[config.mk]
export PLATFORM = sky130hd
export DESIGN_NAME = slice_seq_adder
export DESIGN_NICKNAME = d
export VERILOG_FILES = /design/src/rtl/slice_seq_adder.sv
export SDC_FILE = /design/constraint.sdc
export NUM_CORES = 1
export LEC_CHECK = 0
export ABC_AREA = 1
export BUFFER_PORTS_ARGS = -buffer_cell sky130_fd_sc_hd__buf_2
export CAP_MARGIN = 20
export CORE_MARGIN = 2
export CORE_UTILIZATION = 45
export CTS_CLUSTER_SIZE = 25
export DETAILED_ROUTE_END_ITERATION = 10
export PLACE_DENSITY_LB_ADDON = 0.05
export SYNTH_ARGS = -nofsm -noshare
export SYNTH_HDL_FRONTEND = slang
export SYNTH_SLANG_ARGS = --single-unit
[constraint.sdc]
create_clock -name clk -period 3.08 [get_ports clk]
set_input_delay 0.462 -clock clk [delete_from_list [all_inputs] [get_ports clk]]
set_output_delay 0.462 -clock clk [all_outputs]
set_load 0.01 [all_outputs]
[src/rtl/slice_seq_adder.sv]
`default_nettype none
// ============================================================================
// Module      : slice_seq_adder
// Description : Multi-cycle WIDTH-bit adder that pushes one 4-bit slice per
//               cycle through a ripple-carry add and returns {cout,sum} over a
//               valid/ready handshake. Define SLICE_ADD_OVF_EN to add the
//               signed-overflow output ovf.
// Revision    : 1.0 - initial release
// ============================================================================
module slice_seq_adder #(
    parameter int WIDTH = 16
) (
    input  logic             clk,
    input  logic             rst_n,
    input  logic             in_valid,
    output logic             in_ready,
    input  logic [WIDTH-1:0] a,
    input  logic [WIDTH-1:0] b,
    input  logic             cin,
    output logic             out_valid,
    input  logic             out_ready,
    output logic [WIDTH-1:0] sum,
    output logic             cout,
    output logic             busy
`ifdef SLICE_ADD_OVF_EN
    ,
    output logic             ovf
`endif
);

    localparam int NSLICE = WIDTH / 4;
    localparam int CW     = (NSLICE > 1) ? $clog2(NSLICE) : 1;
    localparam logic [CW-1:0] c_last = CW'(NSLICE - 1);

    typedef enum logic [1:0] {
        S_IDLE = 2'd0,
        S_RUN  = 2'd1,
        S_DONE = 2'd2
    } state_t;

    state_t           r_state;
    state_t           w_state_nxt;
    logic [WIDTH-1:0] r_a;
    logic [WIDTH-1:0] r_b;
    logic [WIDTH-1:0] r_sum;
    logic [CW-1:0]    r_cnt;
    logic             r_carry;
    logic             r_cout;
    logic [3:0]       w_sa;
    logic [3:0]       w_sb;
    logic [3:0]       w_ss;
    logic             w_slice_cout;
    logic             w_accept;
    logic             w_last;
`ifdef SLICE_ADD_OVF_EN
    logic             r_ovf;
    logic             w_msb_cin;
`endif

    assign in_ready  = (r_state == S_IDLE);
    assign out_valid = (r_state == S_DONE);
    assign busy      = (r_state != S_IDLE);
    assign sum       = r_sum;
    assign cout      = r_cout;
    assign w_accept  = in_valid && (r_state == S_IDLE);
    assign w_last    = (r_cnt == c_last);

    // Pick the operand slice addressed by the counter.
    always_comb begin
        w_sa = '0;
        w_sb = '0;
        for (int k = 0; k < NSLICE; k++) begin
            if (r_cnt == CW'(k)) begin
                w_sa = r_a[4*k +: 4];
                w_sb = r_b[4*k +: 4];
            end
        end
    end

    // Four-bit ripple-carry cell; the carry chain is kept in a local variable.
    always_comb begin
        logic v_c;
        v_c  = r_carry;
        w_ss = '0;
`ifdef SLICE_ADD_OVF_EN
        w_msb_cin = 1'b0;
`endif
        for (int i = 0; i < 4; i++) begin
`ifdef SLICE_ADD_OVF_EN
            if (i == 3) w_msb_cin = v_c;
`endif
            w_ss[i] = w_sa[i] ^ w_sb[i] ^ v_c;
            v_c     = (w_sa[i] & w_sb[i]) | (v_c & (w_sa[i] ^ w_sb[i]));
        end
        w_slice_cout = v_c;
    end

    always_comb begin
        w_state_nxt = r_state;
        case (r_state)
            S_IDLE:  if (in_valid) w_state_nxt = S_RUN;
            S_RUN:   if (w_last) w_state_nxt = S_DONE;
            S_DONE:  if (out_ready) w_state_nxt = S_IDLE;
            default: w_state_nxt = S_IDLE;
        endcase
    end

    always_ff @(posedge clk or negedge rst_n) begin
        if (!rst_n) begin
            r_state <= S_IDLE;
        end else begin
            r_state <= w_state_nxt;
        end
    end

    always_ff @(posedge clk or negedge rst_n) begin
        if (!rst_n) begin
            r_a     <= '0;
            r_b     <= '0;
            r_sum   <= '0;
            r_cnt   <= '0;
            r_carry <= 1'b0;
            r_cout  <= 1'b0;
        end else if (w_accept) begin
            r_a     <= a;
            r_b     <= b;
            r_carry <= cin;
            r_sum   <= '0;
            r_cnt   <= '0;
            r_cout  <= 1'b0;
        end else if (r_state == S_RUN) begin
            for (int k = 0; k < NSLICE; k++) begin
                if (r_cnt == CW'(k)) r_sum[4*k +: 4] <= w_ss;
            end
            r_carry <= w_slice_cout;
            // Counter parks on the last slice so it never wraps inside RUN.
            if (w_last) begin
                r_cout <= w_slice_cout;
            end else begin
                r_cnt <= r_cnt + 1'b1;
            end
        end
    end

`ifdef SLICE_ADD_OVF_EN
    always_ff @(posedge clk or negedge rst_n) begin
        if (!rst_n) begin
            r_ovf <= 1'b0;
        end else if (w_accept) begin
            r_ovf <= 1'b0;
        end else if ((r_state == S_RUN) && w_last) begin
            r_ovf <= w_msb_cin ^ w_slice_cout;
        end
    end

    assign ovf = r_ovf;
`else
    // Overflow tracking is compiled out in this configuration.
`endif

endmodule
`default_nettype wire
==> flow_summary.ini, run 1 <==
[critical_path]
startpoint_type = register
cp.required_ps = 3310
path_buf_inv = 3
cp.arrival_ps = 3140
critPathSlowestCell = fa_1
cp_top_family = adder cells
cpMostUsedCell = fa_1
endpoint_kind = register
path_cells = buf_4 -> ha_4 -> a21oi_2 -> nand2_1 -> nand2_1 -> nand2_2 -> fa_1 -> inv_1 -> fa_1 -> inv_1 -> fa_2 -> fa_1 -> nand2_2 -> o21ai_1
critPathMaxFanout = 9
slowest_delay_ps = 500
path_class = reg2reg

[sta]
max_freq_mhz = 344
maxSlewHeadroom_pct = 38.9
slew_viol_final = 0
setup_tns_ps = 0
rsz0062_at_grt = no
min_period_over_period_pct = 94.3
finalSetupViolCount = 0
tightestPinTransition_ps = 917
whs_ps = 285
hold_viol_final = 0
finClkSkew_ps = 10.6
period_needed_ps = 2910

[place]
gp_congestion = 0.847
io_buffers = 56
dp.cells = 431
dp_hpwl_um = 4150

[finish]
ff_latch_area_um2 = 1350
diodes = 0
multiInputGateArea_um2 = 1090
fin_cells = 440
nets = 413
fillCellCount = 537
syn2layout_area_growth_pct = 20.0
drive_above_1_share_pct = 25.3

[pwr]
worst_ir_drop_vdd_v = 0.000420
leakage_nw = 1.69
powerDensity_nw_per_um2 = 1110
design_power_total_mw = 3.42

[floorplan]
initial_core_util_pct = 46.7
dieArea_um2 = 6330
die_x_um = 79.6
die_y_um = 79.6
fp-row-count = 27
core_um2 = 5510
io_pins = 57

[yosys]
synth_top_area_share_pct = 52.6
avgSynthCellArea_um2 = 8.38
ys_top_cells_by_area = dfrtp_1, nand2_1, nand3_1
ys_ff_latch = 54
ys_seq_area_share_pct = 52.6
synth_area_um2 = 2570
synth_largest_area_cell = dfrtp_1
syn_nets = 352
post_synth_num_cell_types = 20
syn_inst = 307
yosysWarnings = 0

[global_route]
grt_pass1_vias = 1961
grt.total_usage_pct = 20.0
antenna_found_initial = 0
grt-ovfl-total = 0
grt_max_degree = 55
grt_first_pass_wirelength_um = 9740

[clocking]
cts.path.max_buffers = 2
cts_tree = built
cts_sinks = 54
insertion_delay_ps = 300
root_buffer = clkbuf_8
numCtsBuffers = 5
clk_pin_slew_ps = 100
htree_levels = 2
ctsHoldBuffers = 0

[route]
firstDrtPassIters = 4
wire_per_inst_um = 13.1
viasPerCell = 4.84
ant_nets = 0
wirelength_um = 5760
drt_iter0_markers = 148
route.detailed.drc = 0
dr_total_vias = 2128

[outcome]
outcome = finished, final reports clean

[hold_path]
hp-class = in2async

[run]
max-cap-violations = 0
## worst reg2reg max path, cell delays in order, from the launching register on
cell	delay, ps
dfrtp_2	440
buf_4	150
ha_4	190
a21oi_2	140
nand2_1	60
nand2_1	60
nand2_2	50
fa_1	370
inv_1	70
fa_1	160
inv_1	50
fa_2	330
fa_1	500
nand2_2	90
o21ai_1	170
## metrics by stage
stage	worst slack, ps	utilization, %	instance area (um2)
final	174	56.0	3080
after global routing	2.93	56.0	3080
after CTS	-0.431	55.1	3040
after detailed placement	-47.8	53.0	2920
after global placement	104	53.0	2920
after floorplan	140	-	2570
## path summary, 6_finish.rpt
path                                 startpoint  slack [ps]                     end  depth (start not counted)
min reg2reg                  r_a[1]$_DFFE_PN0P_         490      r_a[1]$_DFFE_PN0P_                          2
max                        r_cnt[0]$_DFFE_PN0P_         170     sum[11]$_DFFE_PN0P_                         14
max in group asynchronous                 rst_n        2120      r_a[5]$_DFFE_PN0P_                          2
min in group clk                      out_ready         340  r_state[1]$_DFFE_PN0P_                          2
min                                       rst_n         290      sum[6]$_DFFE_PN0P_                          1
max reg2reg                r_cnt[0]$_DFFE_PN0P_         170     sum[11]$_DFFE_PN0P_                         14
## registers in the layout (all words and copies together), names as in the netlist
signal	cells
r_a	16
cout	1
r_cnt	2
r_state	2
r_b	16
sum	16
r_carry	1
## layer usage
metal | share of wire, % | GRT usage (%) | routed length [um] | vias up
li1 | - | - | - | 1087
met2 | 45 | 30.3 | 2580 | 51
met4 | 1.3 | 5.86 | 74 | 0
met1 | 50 | 29.0 | 2870 | 983
met3 | 4.0 | 3.96 | 231 | 7
met5 | 0 | 0 | 0 | -
## area by class of cell
class / count / share of cell area (%)
clock buffers: 6 / 2.68
clock inverters: 1 / 0.974
inverters: 19 / 2.31
repair buffers: 68 / 12.0
multi-input cells: 220 / 35.3
flip-flops and latches: 54 / 43.9
well taps: 72 / 2.92
## report_power, final
| part | switching (mW) | internal (mW) |
|---|---|---|
| combinational | 1.09 | 0.634 |
| clock | 0.219 | 0.260 |
| sequential | 0.200 | 1.02 |
| total | 1.51 | 1.91 |
## cells in the mapped netlist
master,instances
nand2_1,132
dfrtp_1,54
nand3_1,27
o21ai_0,19
inv_1,18
a21oi_1,12
nor2_1,12
buf_2,6
buf_6,5
fa_1,4
ha_1,4
o21ai_2,4
clkbuf_1,2
nor2_4,2
a21boi_0,1
buf_1,1
inv_2,1
nand2_4,1
o31ai_1,1
or2_2,1
## cells by family (layout without fill, tap and decap cells)
group / Yosys count / count (layout) / share of synthesized area (%)
and+or+nand+nor: 175 / 175 / 27.8
DFF: 54 / 54 / 52.6
AOI/OAI and AO/OA: 37 / 37 / 7.98
buffers and inverters: 33 / 94 / 6.57
adders and majority gates: 8 / 8 / 5.06
## layout by cell type, fill, tap and decap left out
cell       count
inv_1         16
nand2_4        1
ha_4           2
fa_1           3
fa_2           1
ha_1           2
nand3_1       27
a21oi_1       11
buf_4         12
a21oi_2        1
o21ai_0       16
dfrtp_1       53
bufinv_16      1
nor2_1        12
nand2_1      130
buf_2         56
clkbuf_8       6
o21ai_2        4
o21ai_1        3
nor2_4         2
a21boi_0       1
or2_2          1
inv_2          3
dfrtp_2        1
o31ai_1        1
nand2_2        2
## timing repair
item	in CTS	in global routing
gates resized for setup	5	9
setup buffers	0	2
pin swaps	0	1
endpoints found under the setup margin	3	6
Note: power is estimated with default switching activity, not from simulation.
==> inputs of run 2 (changes only) <==
- CORE_MARGIN: 2 -> default
- SETUP_SLACK_MARGIN: default -> 0.5
==> run 2 against run 1 <==
Compared with the run above:
- the run now ends with DRC left
- first-iteration DRC count down 50%
- worst hold slack worse by 140 ps
- sequential share of layout area down 1.3 points
- die area down 5.0%
- setup slack better by 58 ps
- count of clock-buffer cells in the layout up 1
- clock power down 15%
- final cell count up 0.91%
- non-clock buffer count up 3
- flip-flop and latch count unchanged
- global-route usage up 1.1 points
==> flow_summary.ini, run 2 (synthesis gave the netlist of run 1 again) <==
[outcome]
outcome = finished, violations left
violations = DRC

[route]
routed.top_layer = met4
met2WireLength_um = 2620
ant_nets = 0
viasPerCell = 4.84
drt-met1-wl_um = 2830
route.met3.wl_um = 255
firstDrtPassIters = 7
dr_total_vias = 2151
wirelength_um = 5870
route.detailed.drc = 2
wire_per_inst_um = 13.2
drt_iter0_markers = 74

[pwr]
p_clk_share_pct = 11.3
design_power_total_mw = 3.59
comb_power_share_pct = 54.6
p_int_mw = 1.97
powerDensity_nw_per_um2 = 1130
worst_ir_drop_vdd_v = 0.000482
leakage_nw = 1.71
p_switching_mw = 1.63
netSwitchingFraction_pct = 45.3
p_seq_share_pct = 34.1

[place]
io_buffers = 56
dp_hpwl_um = 4030
gp_congestion = 0.838

[finish]
syn2layout_area_growth_pct = 23.6
layout.cells.most_common = nand2_1
mostFrequentLayoutCells = nand2_1, buf_2, dfrtp_1
diodes = 0
nets = 416
fillCellCount = 536
drive_above_1_share_pct = 29.8

[sta]
finClkSkew_ps = 7.04
hold_viol_final = 0
maxSlewHeadroom_pct = 59.9
period_needed_ps = 2850
tightestPinTransition_ps = 601
whs_ps = 142
finalSetupViolCount = 0
rsz0062_at_grt = yes
setup_tns_ps = 0
min_period_over_period_pct = 92.5
max_freq_mhz = 351
slew_viol_final = 0

[critical_path]
slowest_delay_ps = 500
path_cells = buf_6 -> ha_4 -> buf_6 -> a21oi_4 -> a21oi_2 -> fa_2 -> inv_2 -> fa_1 -> inv_1 -> fa_2 -> fa_1 -> nand2_2 -> o21ai_1
r2r_slack_ps = 230
endpoint_kind = register
startpoint_type = register
cp.arrival_ps = 3090
critPathSlowestCell = fa_1
path_class = reg2reg
cp.required_ps = 3320
critPathMaxFanout = 5

[clocking]
cts.path.max_buffers = 2
htree_levels = 2
clk_pin_slew_ps = 90
cts_sinks = 54
insertion_delay_ps = 310
root_buffer = clkbuf_8
numCtsBuffers = 5
ctsHoldBuffers = 0
cts_tree = built

[hold_path]
hp-class = in2async

[floorplan]
die_x_um = 77.6
core_um2 = 5510
io_pins = 57
dieArea_um2 = 6020
die_y_um = 77.6
initial_core_util_pct = 46.7
fp-row-count = 27

[run]
max-cap-violations = 0

[global_route]
grt_first_pass_wirelength_um = 9670
grt-ovfl-total = 0
grt_max_degree = 55
grt.total_usage_pct = 21.1
grt_pass1_vias = 2018
antenna_found_initial = 0
-- run 2: cell types whose count changed in the layout (fill, tap and decap cells not counted), sizes merged --
| cell | before | now |
|---|---|---|
| clkinv | 0 | 1 |
| bufinv | 1 | 0 |
| clkbuf | 6 | 7 |
| buf | 68 | 71 |
-- run 2: final cells by class --
cell class | count | area, um2 | share of cell area [%]
sequential | 54 | 1350 | 42.6
multi-input combinational | 220 | 1160 | 36.6
inverter | 19 | 78.8 | 2.48
tap | 72 | 90.1 | 2.84
clock buffer | 7 | 86.3 | 2.72
clock inverter | 1 | 5.00 | 0.158
timing repair buffer | 71 | 400 | 12.6
-- run 2: stage by stage --
| stage | util, % | cells | worst slack (ps) | instance area (um2) |
|---|---|---|---|---|
| 2_1_floorplan | - | 307 | 342 | 2610 |
| 3_3_place_gp | 52.2 | 424 | 203 | 2880 |
| 3_5_place_dp | 52.2 | 424 | 134 | 2880 |
| 4_1_cts | 56.3 | 440 | 285 | 3100 |
| 5_1_grt | 57.7 | 444 | 157 | 3180 |
| 6_report | 57.7 | 444 | 232 | 3180 |
-- run 2: worst paths after layout --
| kind | startpoint | end | depth (start not counted) |
|---|---|---|---|
| worst max-delay path | r_cnt[1]$_DFFE_PN0P_ | sum[3]$_DFFE_PN0P_ | 13 |
| worst min-delay path | rst_n | r_a[6]$_DFFE_PN0P_ | 1 |
| worst max register to register | r_cnt[1]$_DFFE_PN0P_ | sum[3]$_DFFE_PN0P_ | 13 |
| worst min register to register | r_b[3]$_DFFE_PN0P_ | r_b[3]$_DFFE_PN0P_ | 2 |
| max in group asynchronous | rst_n | r_cnt[0]$_DFFE_PN0P_ | 2 |
| min in group clk | out_ready | r_state[1]$_DFFE_PN0P_ | 2 |
-- run 2: worst max-delay path: cells and delay by family (launching register included) --
| kind | cells | cell delay, ps |
|---|---|---|
| simple gates | 1 | 90 |
| buf+inv | 4 | 390 |
| fa+ha+maj | 5 | 1490 |
| flops | 1 | 440 |
| compound gates | 3 | 380 |
-- run 2: what timing repair did --
item                                    in CTS  in global routing
gates resized for setup                     19                 13
buffers inserted                             8                  4
pin swaps                                    4                  3
endpoints found under the setup margin      10                 10
-- run 2: layer usage --
layer / up-vias / global-route usage (%)
met5: - / 0
met4: 0 / 9.43
met3: 12 / 4.59
met2: 51 / 32.7
met1: 996 / 28.3
li1: 1092 / -
-- run 2: power by group through the flow --
stage | clock [mW] | combinational, mW | sequential, mW
floorplan | 0 | 1.25 | 1.19
global placement | 0 | 1.60 | 1.22
detailed placement | 0 | 1.64 | 1.22
CTS | 0.414 | 1.80 | 1.22
global route | 0.443 | 2.20 | 1.26
finish | 0.405 | 1.96 | 1.23
